**src/rtl/mips_pkg.sv**
```systemverilog
// Shared MEM-stage types: wait-FSM state, EX/MEM and MEM/WB bundles.
// The MEM/WB bundle is also consumed by the writeback stage.
package mips_pkg;

    typedef enum logic [0:0] {
        ST_IDLE = 1'b0,
        ST_BUSY = 1'b1
    } mem_state_e;

    typedef struct packed {
        logic        valid;
        logic        mem_read;
        logic        mem_write;
        logic        reg_write;
        logic        mem_to_reg;
        logic        misaligned;
        logic [4:0]  write_register;
        logic [31:0] alu_result;
        logic [31:0] write_data;
    } ex_mem_t;

    typedef struct packed {
        logic        valid;
        logic        reg_write;
        logic        mem_to_reg;
        logic        misaligned;
        logic        bus_error;
        logic [4:0]  write_register;
        logic [31:0] alu_result;
        logic [31:0] read_data;
    } mem_wb_t;

    localparam ex_mem_t M_BUBBLE = '{default: 1'b0};
    localparam mem_wb_t WB_RESET = '{default: 1'b0};
    localparam logic [1:0] WORD_ALIGNED = 2'b00;

    function automatic logic is_aligned_mem_op(input logic valid, input logic mem_read,
                                               input logic mem_write, input logic [1:0] addr_lsb);
        return valid & (mem_read | mem_write) & (addr_lsb == WORD_ALIGNED);
    endfunction

    function automatic logic is_misaligned_mem_op(input logic valid, input logic mem_read,
                                                  input logic mem_write, input logic [1:0] addr_lsb);
        return valid & (mem_read | mem_write) & (addr_lsb != WORD_ALIGNED);
    endfunction

endpackage

```
**src/rtl/mem_wait_fsm.sv**
```systemverilog
// Request/wait-state controller for the MEM stage: tracks one outstanding
// memory request, raises stall while it waits and flags a timeout.
module mem_wait_fsm
    import mips_pkg::*;
#(
    parameter int unsigned TIMEOUT = 16
) (
    input  logic clk,
    input  logic rst_n,
    input  logic capture_mem_op,
    input  logic mem_ack,
    output logic busy,
    output logic stall,
    output logic timeout
);

    localparam logic [7:0] CNT_LAST = 8'(TIMEOUT - 1);

    mem_state_e state_r;
    mem_state_e state_next_s;
    logic [7:0] cnt_r;
    logic       stall_s;
    logic       timeout_s;

    // Wait-state decode and next state. A timed-out request frees the stage
    // exactly like an ack, so an op captured on that edge still issues.
    always_comb begin
        stall_s      = 1'b0;
        timeout_s    = 1'b0;
        state_next_s = state_r;
        case (state_r)
            ST_IDLE: begin
                if (capture_mem_op) begin
                    state_next_s = ST_BUSY;
                end else begin
                    state_next_s = ST_IDLE;
                end
            end
            ST_BUSY: begin
                if (mem_ack || (cnt_r == CNT_LAST)) begin
                    timeout_s    = ~mem_ack;
                    state_next_s = capture_mem_op ? ST_BUSY : ST_IDLE;
                end else begin
                    stall_s      = 1'b1;
                    state_next_s = ST_BUSY;
                end
            end
            default: begin
                state_next_s = ST_IDLE;
            end
        endcase
    end

    // State register
    always_ff @(posedge clk or negedge rst_n) begin
        if (!rst_n) begin
            state_r <= ST_IDLE;
        end else begin
            state_r <= state_next_s;
        end
    end

    // Wait counter: restarts on every capture edge so each request gets a full budget
    always_ff @(posedge clk or negedge rst_n) begin
        if (!rst_n) begin
            cnt_r <= 8'd0;
        end else if (stall_s) begin
            cnt_r <= cnt_r + 8'd1;
        end else begin
            cnt_r <= 8'd0;
        end
    end

    assign busy    = (state_r == ST_BUSY);
    assign stall   = stall_s;
    assign timeout = timeout_s;

endmodule

```
**src/rtl/mem_access_stage.sv**
```systemverilog
// Pipeline MEM stage: holds the in-flight instruction (M), runs its load/store
// over the req/ack bus and presents a registered MEM/WB bundle.
module mem_access_stage
    import mips_pkg::*;
#(
    parameter int unsigned TIMEOUT = 16
) (
    input  logic        Clk,
    input  logic        Reset_n,
    input  logic        Valid_EX,
    input  logic [31:0] ALU_Result_EX,
    input  logic [31:0] Write_Data_EX,
    input  logic [4:0]  Write_Register_EX,
    input  logic        MemRead_EX,
    input  logic        MemWrite_EX,
    input  logic        RegWrite_EX,
    input  logic        MemtoReg_EX,
    output logic        Stall_MEM,
    output logic        Mem_Req,
    output logic        Mem_We,
    output logic [31:0] Mem_Addr,
    output logic [31:0] Mem_Wdata,
    input  logic [31:0] Mem_Rdata,
    input  logic        Mem_Ack,
    output logic        Valid_MEM,
    output logic        RegWrite_MEM,
    output logic        MemtoReg_MEM,
    output logic [31:0] ALU_Result_MEM,
    output logic [31:0] Read_Data_MEM,
    output logic [4:0]  Write_Register_MEM,
    output logic        Misaligned_MEM,
    output logic        Bus_Error_MEM
);

    ex_mem_t m_r;
    ex_mem_t m_next_s;
    mem_wb_t wb_r;
    mem_wb_t wb_next_s;
    logic    capture_mem_op_s;
    logic    busy_s;
    logic    stall_s;
    logic    timeout_s;
    logic    load_done_s;

    assign capture_mem_op_s = is_aligned_mem_op(Valid_EX, MemRead_EX, MemWrite_EX,
                                                ALU_Result_EX[1:0]);

    mem_wait_fsm #(
        .TIMEOUT(TIMEOUT)
    ) u_mem_wait_fsm (
        .clk           (Clk),
        .rst_n         (Reset_n),
        .capture_mem_op(capture_mem_op_s),
        .mem_ack       (Mem_Ack),
        .busy          (busy_s),
        .stall         (stall_s),
        .timeout       (timeout_s)
    );

    // EX bundle as it would enter M; a bubble clears every field
    always_comb begin
        m_next_s = M_BUBBLE;
        if (Valid_EX) begin
            m_next_s.valid          = 1'b1;
            m_next_s.mem_read       = MemRead_EX;
            m_next_s.mem_write      = MemWrite_EX;
            m_next_s.reg_write      = RegWrite_EX;
            m_next_s.mem_to_reg     = MemtoReg_EX;
            m_next_s.misaligned     = is_misaligned_mem_op(1'b1, MemRead_EX, MemWrite_EX,
                                                           ALU_Result_EX[1:0]);
            m_next_s.write_register = Write_Register_EX;
            m_next_s.alu_result     = ALU_Result_EX;
            m_next_s.write_data     = Write_Data_EX;
        end else begin
            m_next_s = M_BUBBLE;
        end
    end

    // M register: advances on every non-stalled edge
    always_ff @(posedge Clk or negedge Reset_n) begin
        if (!Reset_n) begin
            m_r <= M_BUBBLE;
        end else if (!stall_s) begin
            m_r <= m_next_s;
        end else begin
            m_r <= m_r;
        end
    end

    assign load_done_s = busy_s & Mem_Ack & m_r.mem_read;

    // Retire candidate. Stalled edges retire a bubble so fault flags and
    // Valid_MEM last exactly one cycle; data fields keep their last value.
    always_comb begin
        wb_next_s            = wb_r;
        wb_next_s.valid      = 1'b0;
        wb_next_s.reg_write  = 1'b0;
        wb_next_s.mem_to_reg = 1'b0;
        wb_next_s.misaligned = 1'b0;
        wb_next_s.bus_error  = 1'b0;
        if (!stall_s) begin
            wb_next_s.valid          = m_r.valid;
            wb_next_s.reg_write      = m_r.reg_write & ~m_r.misaligned & ~timeout_s;
            wb_next_s.mem_to_reg     = m_r.mem_to_reg;
            wb_next_s.misaligned     = m_r.misaligned;
            wb_next_s.bus_error      = timeout_s;
            wb_next_s.write_register = m_r.write_register;
            wb_next_s.alu_result     = m_r.alu_result;
            if (load_done_s) begin
                wb_next_s.read_data = Mem_Rdata;
            end else begin
                wb_next_s.read_data = wb_r.read_data;
            end
        end else begin
            wb_next_s.valid = 1'b0;
        end
    end

    // MEM/WB register
    always_ff @(posedge Clk or negedge Reset_n) begin
        if (!Reset_n) begin
            wb_r <= WB_RESET;
        end else begin
            wb_r <= wb_next_s;
        end
    end

    assign Stall_MEM          = stall_s;
    assign Mem_Req            = busy_s;
    assign Mem_We             = busy_s & m_r.mem_write;
    assign Mem_Addr           = {m_r.alu_result[31:2], 2'b00};
    assign Mem_Wdata          = m_r.write_data;
    assign Valid_MEM          = wb_r.valid;
    assign RegWrite_MEM       = wb_r.reg_write;
    assign MemtoReg_MEM       = wb_r.mem_to_reg;
    assign ALU_Result_MEM     = wb_r.alu_result;
    assign Read_Data_MEM      = wb_r.read_data;
    assign Write_Register_MEM = wb_r.write_register;
    assign Misaligned_MEM     = wb_r.misaligned;
    assign Bus_Error_MEM      = wb_r.bus_error;

endmodule

```
**config.mk**
```make
export PLATFORM = sky130hd
export DESIGN_NAME = mem_access_stage
export DESIGN_NICKNAME = d
export VERILOG_FILES = /design/src/rtl/mips_pkg.sv /design/src/rtl/mem_wait_fsm.sv /design/src/rtl/mem_access_stage.sv
export SDC_FILE = /design/constraint.sdc
export NUM_CORES = 1
export LEC_CHECK = 0
export ABC_AREA = 1
export BUFFER_PORTS_ARGS = -buffer_cell sky130_fd_sc_hd__buf_2
export CAP_MARGIN = 40
export CORE_MARGIN = 4
export CORE_UTILIZATION = 35
export CTS_BUF_LIST = sky130_fd_sc_hd__clkbuf_16
export DETAILED_ROUTE_END_ITERATION = 7
export PLACE_DENSITY = 0.66
export RECOVER_POWER = 50
export SLEW_MARGIN = 20
export SYNTH_ARGS = -nofsm -noshare
export SYNTH_HDL_FRONTEND = slang
export SYNTH_SLANG_ARGS = --single-unit
```
**constraint.sdc**
```tcl
create_clock -name Clk -period 2.7 [get_ports Clk]
set_clock_uncertainty 0.05 [all_clocks]
set_input_delay 0 -clock Clk [delete_from_list [all_inputs] [get_ports Clk]]
set_output_delay 0 -clock Clk [all_outputs]
set_load 0.05 [all_outputs]
```
==> impl_metrics.py, run 1 <==
metrics = {
    "floorplan": {
        "num_rows": 52,
        "core_mm2": 0.0205,
        "dieHeight_um": 153,
        "die_area_mm2": 0.0235,
        "die_width_um": 153,
        "io_pins": 250,
        "start_util_pct": 36.0,
    },
    "critical_path": {
        "r2r-end": "Write_Register_MEM[2]",
        "cp.required_ns": 2.65,
        "r2r_start": "u_mem_wait_fsm.cnt_r[0]",
        "cp.arrival_ns": 2.14,
        "crit_chain": "ha_1, nand3_1, o21bai_4, buf_12, inv_2, buf_2",
        "endpoint_kind": "primary output",
        "crit_start": "u_mem_wait_fsm.cnt_r[0]",
        "critical_path.slowest_cell": "dfrtp_1",
        "timing.critical_path.to": "Stall_MEM",
        "reg2reg_slack_ns": 0.75,
        "worst-setup-path-type": "reg -> out",
        "cp_max_fo": 90,
        "crit_path_max_incr_delay_ns": 0.38,
        "start_kind": "flop",
        "reg2regPathDepth": 7,
    },
    "synth": {
        "synth_top_area_share_pct": 53.6,
        "synth_area_leaders": "dfrtp_1 (54%), nand2_1 (18%), nand3_1 (8.1%), buf_4 (7.1%), inv_1 (5.9%)",
        "synth_compound_area_share_pct": 2.43,
        "synthAdderAreaFrac_pct": 0.170,
        "ys_ff_latch": 158,
        "synth_top_area_cell": "dfrtp_1",
        "synthMuxAreaShare_pct": 0,
        "yosysWarningCount": 0,
        "syn_area_per_cell_um2": 8.02,
        "synth_xor_xnor_area_share_pct": 0.238,
        "synth_simple_gate_area_share_pct": 27.0,
        "yosysSeqAreaShare_pct": 53.6,
        "synth_area_mm2": 0.00737,
        "yosysUniqueCellTypes": 19,
        "synth_top_family_by_area": "simple AND/OR/NAND/NOR gates",
        "syn-instance-count": 919,
    },
    "route": {
        "routed_wl_um": 20200,
        "vias_per_cell": 4.46,
        "ant_nets": 0,
        "drt-pass1-iter-count": 4,
        "drt_iter0_drc": 310,
        "wl_per_cell_um": 13.7,
        "vias": 6563,
        "drc": 0,
    },
    "grt": {
        "grt_pass1_wl_um": 33300,
        "overflow": 0,
        "antenna_found_initial": 0,
        "grt_pass1_vias": 6507,
        "grt_max_degree": 91,
        "grt.total_usage_pct": 17.2,
    },
    "place": {
        "dp_slack_ns": 0.819,
        "gp_congestion": 0.774,
        "dpl.hpwl_um": 12500,
        "port_buffers": 247,
    },
    "clock_tree": {
        "clkTransAtPathRegs_ns": 0.06,
        "ctsHtreeMaxLevel": 4,
        "cts_tree": "built",
        "post_cts_resized": 0,
        "root_buffer": "clkbuf_16",
        "clk_latency_ns": 0.42,
        "cts.sinks": 158,
        "cts_buffers": 17,
        "clk_path_buf_depth": 2,
    },
    "layout": {
        "syn_to_final_growth_pct": 32.7,
        "nets": 1299,
        "antenna_cells": 0,
        "final.fill_count": 2030,
        "drive_above_1_share_pct": 13.3,
        "final_util_pct": 47.7,
    },
    "power": {
        "power.internal_w": 0.00421,
        "pwr-share-comb_pct": 26.0,
        "swShare_pct": 37.5,
        "power_leakage_nw": 5.52,
        "power_density_mw_per_mm2": 688,
        "p_total_w": 0.00673,
        "switchingPower_w": 0.00253,
        "seq_power_share_pct": 41.4,
        "power_frac_clock_pct": 32.6,
        "ir_worst_vdd_mv": 0.423,
    },
    "run": {
        "drv_cap": 1,
    },
    "sta": {
        "slew_headroom_pct": -2.09,
        "finalSetupTns_ns": 0,
        "fin_ws_ns": 0.506,
        "setup_viol": 0,
        "fmax_mhz": 456,
        "tightest_slew_ns": 1.53,
        "finalHoldViolCount": 0,
        "rsz0062_at_grt": "false",
        "slew_viol_final": 60,
        "fin_crit_sh_pct": 81.3,
        "whs_ns": 0.127,
        "min_period_ns": 2.19,
    },
    "status": {
        "failed_checks": "capacitance limit, slew limit",
        "status": "complete, but fails checks",
    },
    "hold_path": {
        "hold_class": "in -> reg",
    },
}
[synth_stat cells]
cell type  number
buf_1          14
buf_2           9
buf_4          70
buf_6           9
clkbuf_1       13
clkinv_1        1
conb_1          1
dfrtp_1       158
ha_1            1
inv_1         115
inv_2           1
nand2_1       348
nand3_1       119
nor2_1         23
o21ai_0        32
o21bai_1        1
o21bai_2        1
or2_2           1
xor2_1          2
[metrics by stage]
stage	instances	area, um2
finish	1472	9780
global route	1472	9780
CTS	1472	9960
detailed placement	1333	8350
global placement	1332	8320
floorplan	920	7380
[critical path: cells and delay by family (launching register included)]
kind	cells	cell delay (ns)
compound gates	1	0.22
fa+ha+maj	1	0.22
flops	1	0.38
simple gates	1	0.18
buf+inv	3	0.68
[worst min-delay path by stage]
stage / start / to / cells after the start
after global placement: Reset_n / Mem_Wdata[6] / 1
final: Valid_EX / m_r[74] / 3
after detailed placement: Reset_n / Mem_Wdata[6] / 1
after global routing: Valid_EX / m_r[74] / 3
after floorplan: Reset_n / ALU_Result_MEM[0] / 0
after CTS: Reset_n / Mem_Wdata[6] / 2
[placed cells by master, fill, tap and decap left out, types with 2 or more instances in the layout]
cell type / n
clkinv_4: 3
xor2_1: 2
clkinvlp_4: 4
buf_2: 113
clkbuf_16: 17
nand3_1: 117
inv_1: 115
clkbuf_2: 2
buf_4: 6
o21ai_0: 32
conb_1: 2
buf_12: 3
dlygate4sd3_1: 107
inv_6: 5
nand2_1: 348
clkinv_1: 3
clkbuf_1: 133
nor2_1: 23
dfrtp_1: 158
[state kept, by name, indices dropped and copies added, names as in the netlist]
| signal | flops |
|---|---|
| ALU_Result_MEM | 32 |
| Bus_Error_MEM | 1 |
| Mem_Addr | 30 |
| Mem_Wdata | 32 |
| MemtoReg_MEM | 1 |
| Misaligned_MEM | 1 |
| Read_Data_MEM | 32 |
| RegWrite_MEM | 1 |
| Valid_MEM | 1 |
| Write_Register_MEM | 5 |
| m_r | 13 |
| u_mem_wait_fsm.busy | 1 |
| u_mem_wait_fsm.cnt_r | 8 |
[power groups by stage]
stage | Clock, W | Sequential [W] | Combinational [W]
after global placement | 0 | 0.00281 | 0.00169
after floorplan | 0 | 0.00346 | 0.000656
after global routing | 0.00236 | 0.00282 | 0.00188
final | 0.00219 | 0.00279 | 0.00175
after detailed placement | 0 | 0.00281 | 0.00171
after CTS | 0.00228 | 0.00277 | 0.00183
[routing by layer]
metal / wire length (um) / track usage, % / vias to the layer above
met5: 0 / 0 / -
met4: 452 / 6.32 / 0
met3: 1300 / 3.85 / 38
met2: 9350 / 27.0 / 249
met1: 9090 / 23.4 / 3029
li1: - / - / 3247
[cell families (layout without fill, tap and decap cells)]
group	after synthesis	after routing
and+or+nand+nor	491	491
DFF	158	158
xor gates and xnor gates	2	2
adders and majority gates	1	1
buffers and inverters	232	514
AOI/OAI and AO/OA	34	34
other	1	2
[what timing repair did]
action / 4_1_cts / 5_1_grt
hold buffers: 107 / 0
hold endpoints to repair: 166 / 0
setup buffers: 0 / 0
[area by class of cell]
cell class | instances | area, um2 | area share (%)
Sequential cell | 158 | 3950 | 40.4
Clock inverter | 15 | 111 | 1.14
Multi-Input combinational cell | 530 | 2240 | 22.9
Clock buffer | 17 | 425 | 4.35
Tap cell | 270 | 338 | 3.45
Inverter | 117 | 440 | 4.50
Timing Repair Buffer | 365 | 2280 | 23.3
Power figures use the tool's default switching activity.
==> run 2, diff against run 1 <==
==> constraint.sdc (replaced) <==
create_clock -name Clk -period 2.18 [get_ports Clk]
set_clock_uncertainty 0.05 [all_clocks]
set_input_delay 0 -clock Clk [delete_from_list [all_inputs] [get_ports Clk]]
set_output_delay 0 -clock Clk [all_outputs]
set_load 0.05 [all_outputs]
==> run 2 against run 1 <==
  * The run now ends clean
  * Flip-flop and latch count did not move
  * Register-to-register slack got worse by 0.28 ns
  * Die area did not move
  * Utilization rose by 0.66 points
  * First-iteration DRC count rose by 6.5%
  * Critical path type unchanged
  * Critical endpoint unchanged
  * Largest cell class unchanged
  * Highest routed layer unchanged
==> impl_metrics.py, run 2 (synthesized netlist as in run 1, its figures left out) <==
metrics = {
    "floorplan": {
        "dieHeight_um": 153,
        "core_mm2": 0.0205,
        "die_width_um": 153,
        "io_pins": 250,
        "start_util_pct": 36.0,
        "die_area_mm2": 0.0235,
        "num_rows": 52,
    },
    "route": {
        "drt_iter0_drc": 330,
        "wl_per_cell_um": 14.0,
        "vias_per_cell": 4.41,
        "ant_nets": 0,
        "drc": 0,
        "drt-pass1-iter-count": 4,
        "vias": 6507,
        "routed_wl_um": 20600,
    },
    "place": {
        "placed_cells": 1332,
        "port_buffers": 247,
        "dpl.hpwl_um": 12500,
        "gp_congestion": 0.754,
    },
    "run": {
        "drv_cap": 0,
    },
    "status": {
        "status": "finished clean",
    },
    "clock_tree": {
        "ctsHtreeMaxLevel": 4,
        "cts.sinks": 158,
        "root_buffer": "clkbuf_16",
        "cts_buffers": 17,
        "clk_latency_ns": 0.43,
        "cts_tree": "built",
        "clk_path_buf_depth": 2,
        "clkTransAtPathRegs_ns": 0.06,
    },
    "sta": {
        "finalHoldViolCount": 0,
        "rsz0062_at_grt": "false",
        "slew_headroom_pct": 22.5,
        "finalSetupTns_ns": 0,
        "tightest_slew_ns": 1.16,
        "fmax_mhz": 507,
        "min_period_ns": 1.97,
        "setup_viol": 0,
        "slew_viol_final": 0,
        "fin_crit_sh_pct": 90.5,
    },
    "critical_path": {
        "endpoint_kind": "primary output",
        "start_kind": "flop",
        "cp_max_fo": 30,
        "cp.required_ns": 2.13,
        "worst-setup-path-type": "reg -> out",
        "reg2reg_slack_ns": 0.47,
        "crit_path_max_incr_delay_ns": 0.41,
        "crit_chain": "nor2_1, nand2_1, o21bai_4, buf_12, inv_2, buf_2",
        "crit_family": "buffers and inverters",
        "path_buf_inv": 3,
        "critical_path.slowest_cell": "dfrtp_1",
        "crit_start": "u_mem_wait_fsm.cnt_r[6]",
        "cp.arrival_ns": 1.92,
        "r2r_start": "u_mem_wait_fsm.cnt_r[6]",
    },
    "power": {
        "switchingPower_w": 0.00314,
        "swShare_pct": 37.4,
        "power_frac_clock_pct": 32.6,
        "pwr-share-comb_pct": 26.3,
        "seq_power_share_pct": 41.1,
        "power_leakage_nw": 5.79,
        "p_total_w": 0.00840,
        "power_density_mw_per_mm2": 847,
        "power.internal_w": 0.00526,
        "ir_worst_vdd_mv": 0.671,
    },
    "layout": {
        "layout.cells.non_filler": 1474,
        "drive_above_1_share_pct": 18.9,
        "nets": 1301,
        "syn_to_final_growth_pct": 34.5,
        "final_cell_mix": "nand2_1 (348), buf_2 (177), dfrtp_1 (158)",
        "final.fill_count": 1994,
        "final_common_cell": "nand2_1",
        "antenna_cells": 0,
    },
    "hold_path": {
        "hold_class": "in -> reg",
        "hold_start": "Valid_EX",
    },
    "grt": {
        "grt.total_usage_pct": 17.3,
        "grt_max_degree": 86,
        "overflow": 0,
        "grt_pass1_wl_um": 33500,
        "grt_pass1_vias": 6624,
        "antenna_found_initial": 0,
    },
}
[run 2: changes by cell type in the layout (fill, tap and decap cells not counted), sizes merged]
cell      delta
clkinv       +4
clkinvlp     -3
inv          -1
clkbuf      -62
buf         +64
[run 2: tightest hold or removal path: stages]
cell	delay (ns)
buf_2	0.11
buf_12	0.19
nand3_1	0.12
nand2_1	0.05
[run 2: worst paths after layout]
kind                                         end  cells after the start
setup / recovery                       Stall_MEM                      6
hold / removal               u_mem_wait_fsm.busy                      4
setup reg to reg                   Mem_Wdata[11]                      7
hold reg to reg            Write_Register_MEM[2]                      2
max in group asynchronous           Mem_Addr[31]                      3
min in group asynchronous           Mem_Addr[29]                      3
[run 2: power groups by stage]
stage | clock network, W | logic [W] | registers, W
final | 0.00274 | 0.00221 | 0.00345
after global routing | 0.00295 | 0.00236 | 0.00349
after CTS | 0.00284 | 0.00228 | 0.00344
after detailed placement | 0 | 0.00213 | 0.00348
after global placement | 0 | 0.00210 | 0.00348
after floorplan | 0 | 0.000812 | 0.00428
[run 2: metal layers]
metal / global-route usage [%] / routed length [um]
met5: 0 / 0
met4: 6.02 / 435
met2: 28.7 / 9700
met3: 4.55 / 1400
met1: 21.8 / 9050
[run 2: stage by stage]
step                      setup WS [ns]  util (%)  cell area [um2]  hold slack (ns)
final                             0.207      48.4             9920           0.0658
after global routing             0.0625      48.4             9920           0.0717
after CTS                        0.0556      48.8             9990           0.0467
after detailed placement          0.539      40.9             8390         -0.00196
after global placement            0.560      40.9             8390         -0.00592
after floorplan                   0.564         -             7380           -0.346
[run 2: what timing repair did]
| item | in CTS | in global routing |
|---|---|---|
| resized for setup | 0 | 1 |
| hold endpoints to repair | 266 | 0 |
| hold buffers | 107 | 0 |
| buffers inserted | 0 | 2 |
| setup endpoints to repair | 0 | 1 |
[run 2: cell type report]
| cell class | count | area [um2] | share of cell area, % |
|---|---|---|---|
| flip-flops and latches | 158 | 3950 | 39.9 |
| clock buffers | 17 | 425 | 4.29 |
| repair buffers | 367 | 2410 | 24.3 |
| clock inverters | 15 | 113 | 1.14 |
| inverters | 117 | 440 | 4.44 |
| well taps | 270 | 338 | 3.41 |
| multi-input cells | 530 | 2240 | 22.6 |
==> run 3, diff against run 2 <==
==> constraint.sdc (replaced) <==
create_clock -name Clk -period 1.85 [get_ports Clk]
set_clock_uncertainty 0.05 [all_clocks]
set_input_delay 0 -clock Clk [delete_from_list [all_inputs] [get_ports Clk]]
set_output_delay 0 -clock Clk [all_outputs]
set_load 0.05 [all_outputs]
==> run 3 against run 2 <==
  * Die area unchanged
  * Critical endpoint unchanged
  * Flip-flop and latch count unchanged
  * Routed wire length about the same
  * Total power increased by 20%
  * Sequential power increased by 18%
  * Critical path depth unchanged
  * Via count increased by 1.2%
  * Non-clock buffer count increased by 11
==> impl_metrics.py, run 3 (synthesized netlist as in run 1, its figures left out) <==
metrics = {
    "sta": {
        "rsz0062_at_grt": "false",
        "finalHoldViolCount": 0,
        "slew_viol_final": 0,
        "min_period_ns": 1.75,
        "finalSetupTns_ns": 0,
        "tightest_slew_ns": 1.13,
        "fin_ws_ns": 0.104,
        "setup_viol": 0,
        "fmax_mhz": 573,
        "fin_crit_sh_pct": 94.4,
        "slew_headroom_pct": 24.7,
    },
    "floorplan": {
        "die_area_mm2": 0.0235,
        "num_rows": 52,
        "dieHeight_um": 153,
        "start_util_pct": 36.0,
        "io_pins": 250,
        "core_mm2": 0.0205,
        "die_width_um": 153,
    },
    "route": {
        "drt_iter0_drc": 371,
        "drc": 0,
        "drt-pass1-iter-count": 4,
        "routed_wl_um": 20600,
        "vias": 6582,
        "ant_nets": 0,
        "vias_per_cell": 4.43,
        "wl_per_cell_um": 13.9,
    },
    "power": {
        "ir_worst_vdd_mv": 0.573,
        "power_leakage_nw": 5.88,
        "p_total_w": 0.0101,
        "power_density_mw_per_mm2": 995,
    },
    "clock_tree": {
        "clk_path_buf_depth": 2,
        "cts_tree": "built",
        "cts_buffers": 17,
        "cts.sinks": 158,
        "clkTransAtPathRegs_ns": 0.06,
        "clk_latency_ns": 0.41,
        "ctsHtreeMaxLevel": 4,
        "root_buffer": "clkbuf_16",
    },
    "hold_path": {
        "hold_class": "in -> reg",
    },
    "grt": {
        "overflow": 0,
        "grt_pass1_wl_um": 33500,
        "grt.total_usage_pct": 17.3,
        "grt_max_degree": 77,
        "antenna_found_initial": 0,
        "grt_pass1_vias": 6578,
    },
    "layout": {
        "antenna_cells": 0,
        "drive_above_1_share_pct": 19.8,
        "final_common_cell": "nand2_1",
        "final_util_pct": 49.4,
        "final_cell_mix": "nand2_1 (348), buf_2 (176), dfrtp_1 (157)",
        "syn_to_final_growth_pct": 37.3,
        "nets": 1312,
        "final_area_mm2": 0.0101,
    },
    "place": {
        "port_buffers": 247,
        "gp_congestion": 0.775,
        "dpl.hpwl_um": 12800,
        "dp_slack_ns": 0.236,
        "dpl-instance-area_mm2": 0.00852,
    },
    "critical_path": {
        "r2r-end": "Mem_Addr[9]",
        "start_kind": "flop",
        "timing.critical_path.to": "Stall_MEM",
        "endpoint_kind": "primary output",
        "cp.arrival_ns": 1.70,
        "crit_start": "u_mem_wait_fsm.cnt_r[1]",
        "cp.required_ns": 1.80,
        "r2r_start": "u_mem_wait_fsm.cnt_r[1]",
        "worst-setup-path-type": "reg -> out",
        "reg2reg_slack_ns": 0.16,
        "reg2regPathDepth": 9,
        "cp_max_fo": 12,
    },
    "run": {
        "drv_cap": 0,
    },
    "status": {
        "status": "finished clean",
    },
}
## run 3: layer usage
layer	GRT usage, %	part of all wire, %	vias to the layer above
met2	28.5	48	246
li1	-	-	3280
met5	0	0	-
met1	22.1	43	3025
met4	6.19	1.9	0
met3	4.44	7.2	31
## run 3: repair_timing
item                                    in CTS  in global routing
hold buffers                               107                  0
pin swaps                                    1                  1
endpoints found under the setup margin       1                  1
endpoints found under the hold margin      266                  0
gates resized for setup                      8                  3
gates cloned                                 0                  1
buffers inserted                             1                  3
## run 3: final cells by class
class                      instances  area (um2)
tap                              270         338
clock buffer                      17         425
multi-input combinational        530        2260
clock inverter                    15         138
fill                            1973       10400
timing repair buffer             378        2570
inverter                         117         440
sequential                       158        3960
## run 3: critical path, cell delays in order, from the launching register on
cell and delay, ns:
dfrtp_1 0.37, ha_2 0.21, nand3_2 0.12, o21bai_4 0.19, buf_12 0.15, inv_2 0.05
buf_4 0.19
## run 3: worst min path at each step
stage / slack, ns / end / start / depth (start not counted)
3_3_place_gp: -0.08 / Write_Register_MEM[3] / Reset_n / 1
4_1_cts: 0.03 / Write_Register_MEM[3] / Reset_n / 2
5_1_grt: 0.09 / m_r[74] / Valid_EX / 4
2_1_floorplan: -0.35 / ALU_Result_MEM[0] / Reset_n / 0
6_report: 0.07 / u_mem_wait_fsm.busy / Valid_EX / 4
3_5_place_dp: -0.09 / Write_Register_MEM[3] / Reset_n / 1
## run 3: power by group
part / switching [W] / leakage [nW] / internal (W) / total [W]
clock: 0.00148 / 0.272 / 0.00188 / 0.00336
combinational: 0.00199 / 3.56 / 0.000661 / 0.00265
sequential: 0.000226 / 2.04 / 0.00384 / 0.00406
total: 0.00370 / 5.88 / 0.00637 / 0.0101
## run 3: per-stage QoR
| step | cells | hold WS, ns |
|---|---|---|
| 2_1_floorplan | 920 | -0.346 |
| 4_1_cts | 1481 | 0.0254 |
| 3_3_place_gp | 1341 | -0.0831 |
| 6_report | 1485 | 0.0678 |
| 5_1_grt | 1485 | 0.0864 |
| 3_5_place_dp | 1341 | -0.0885 |
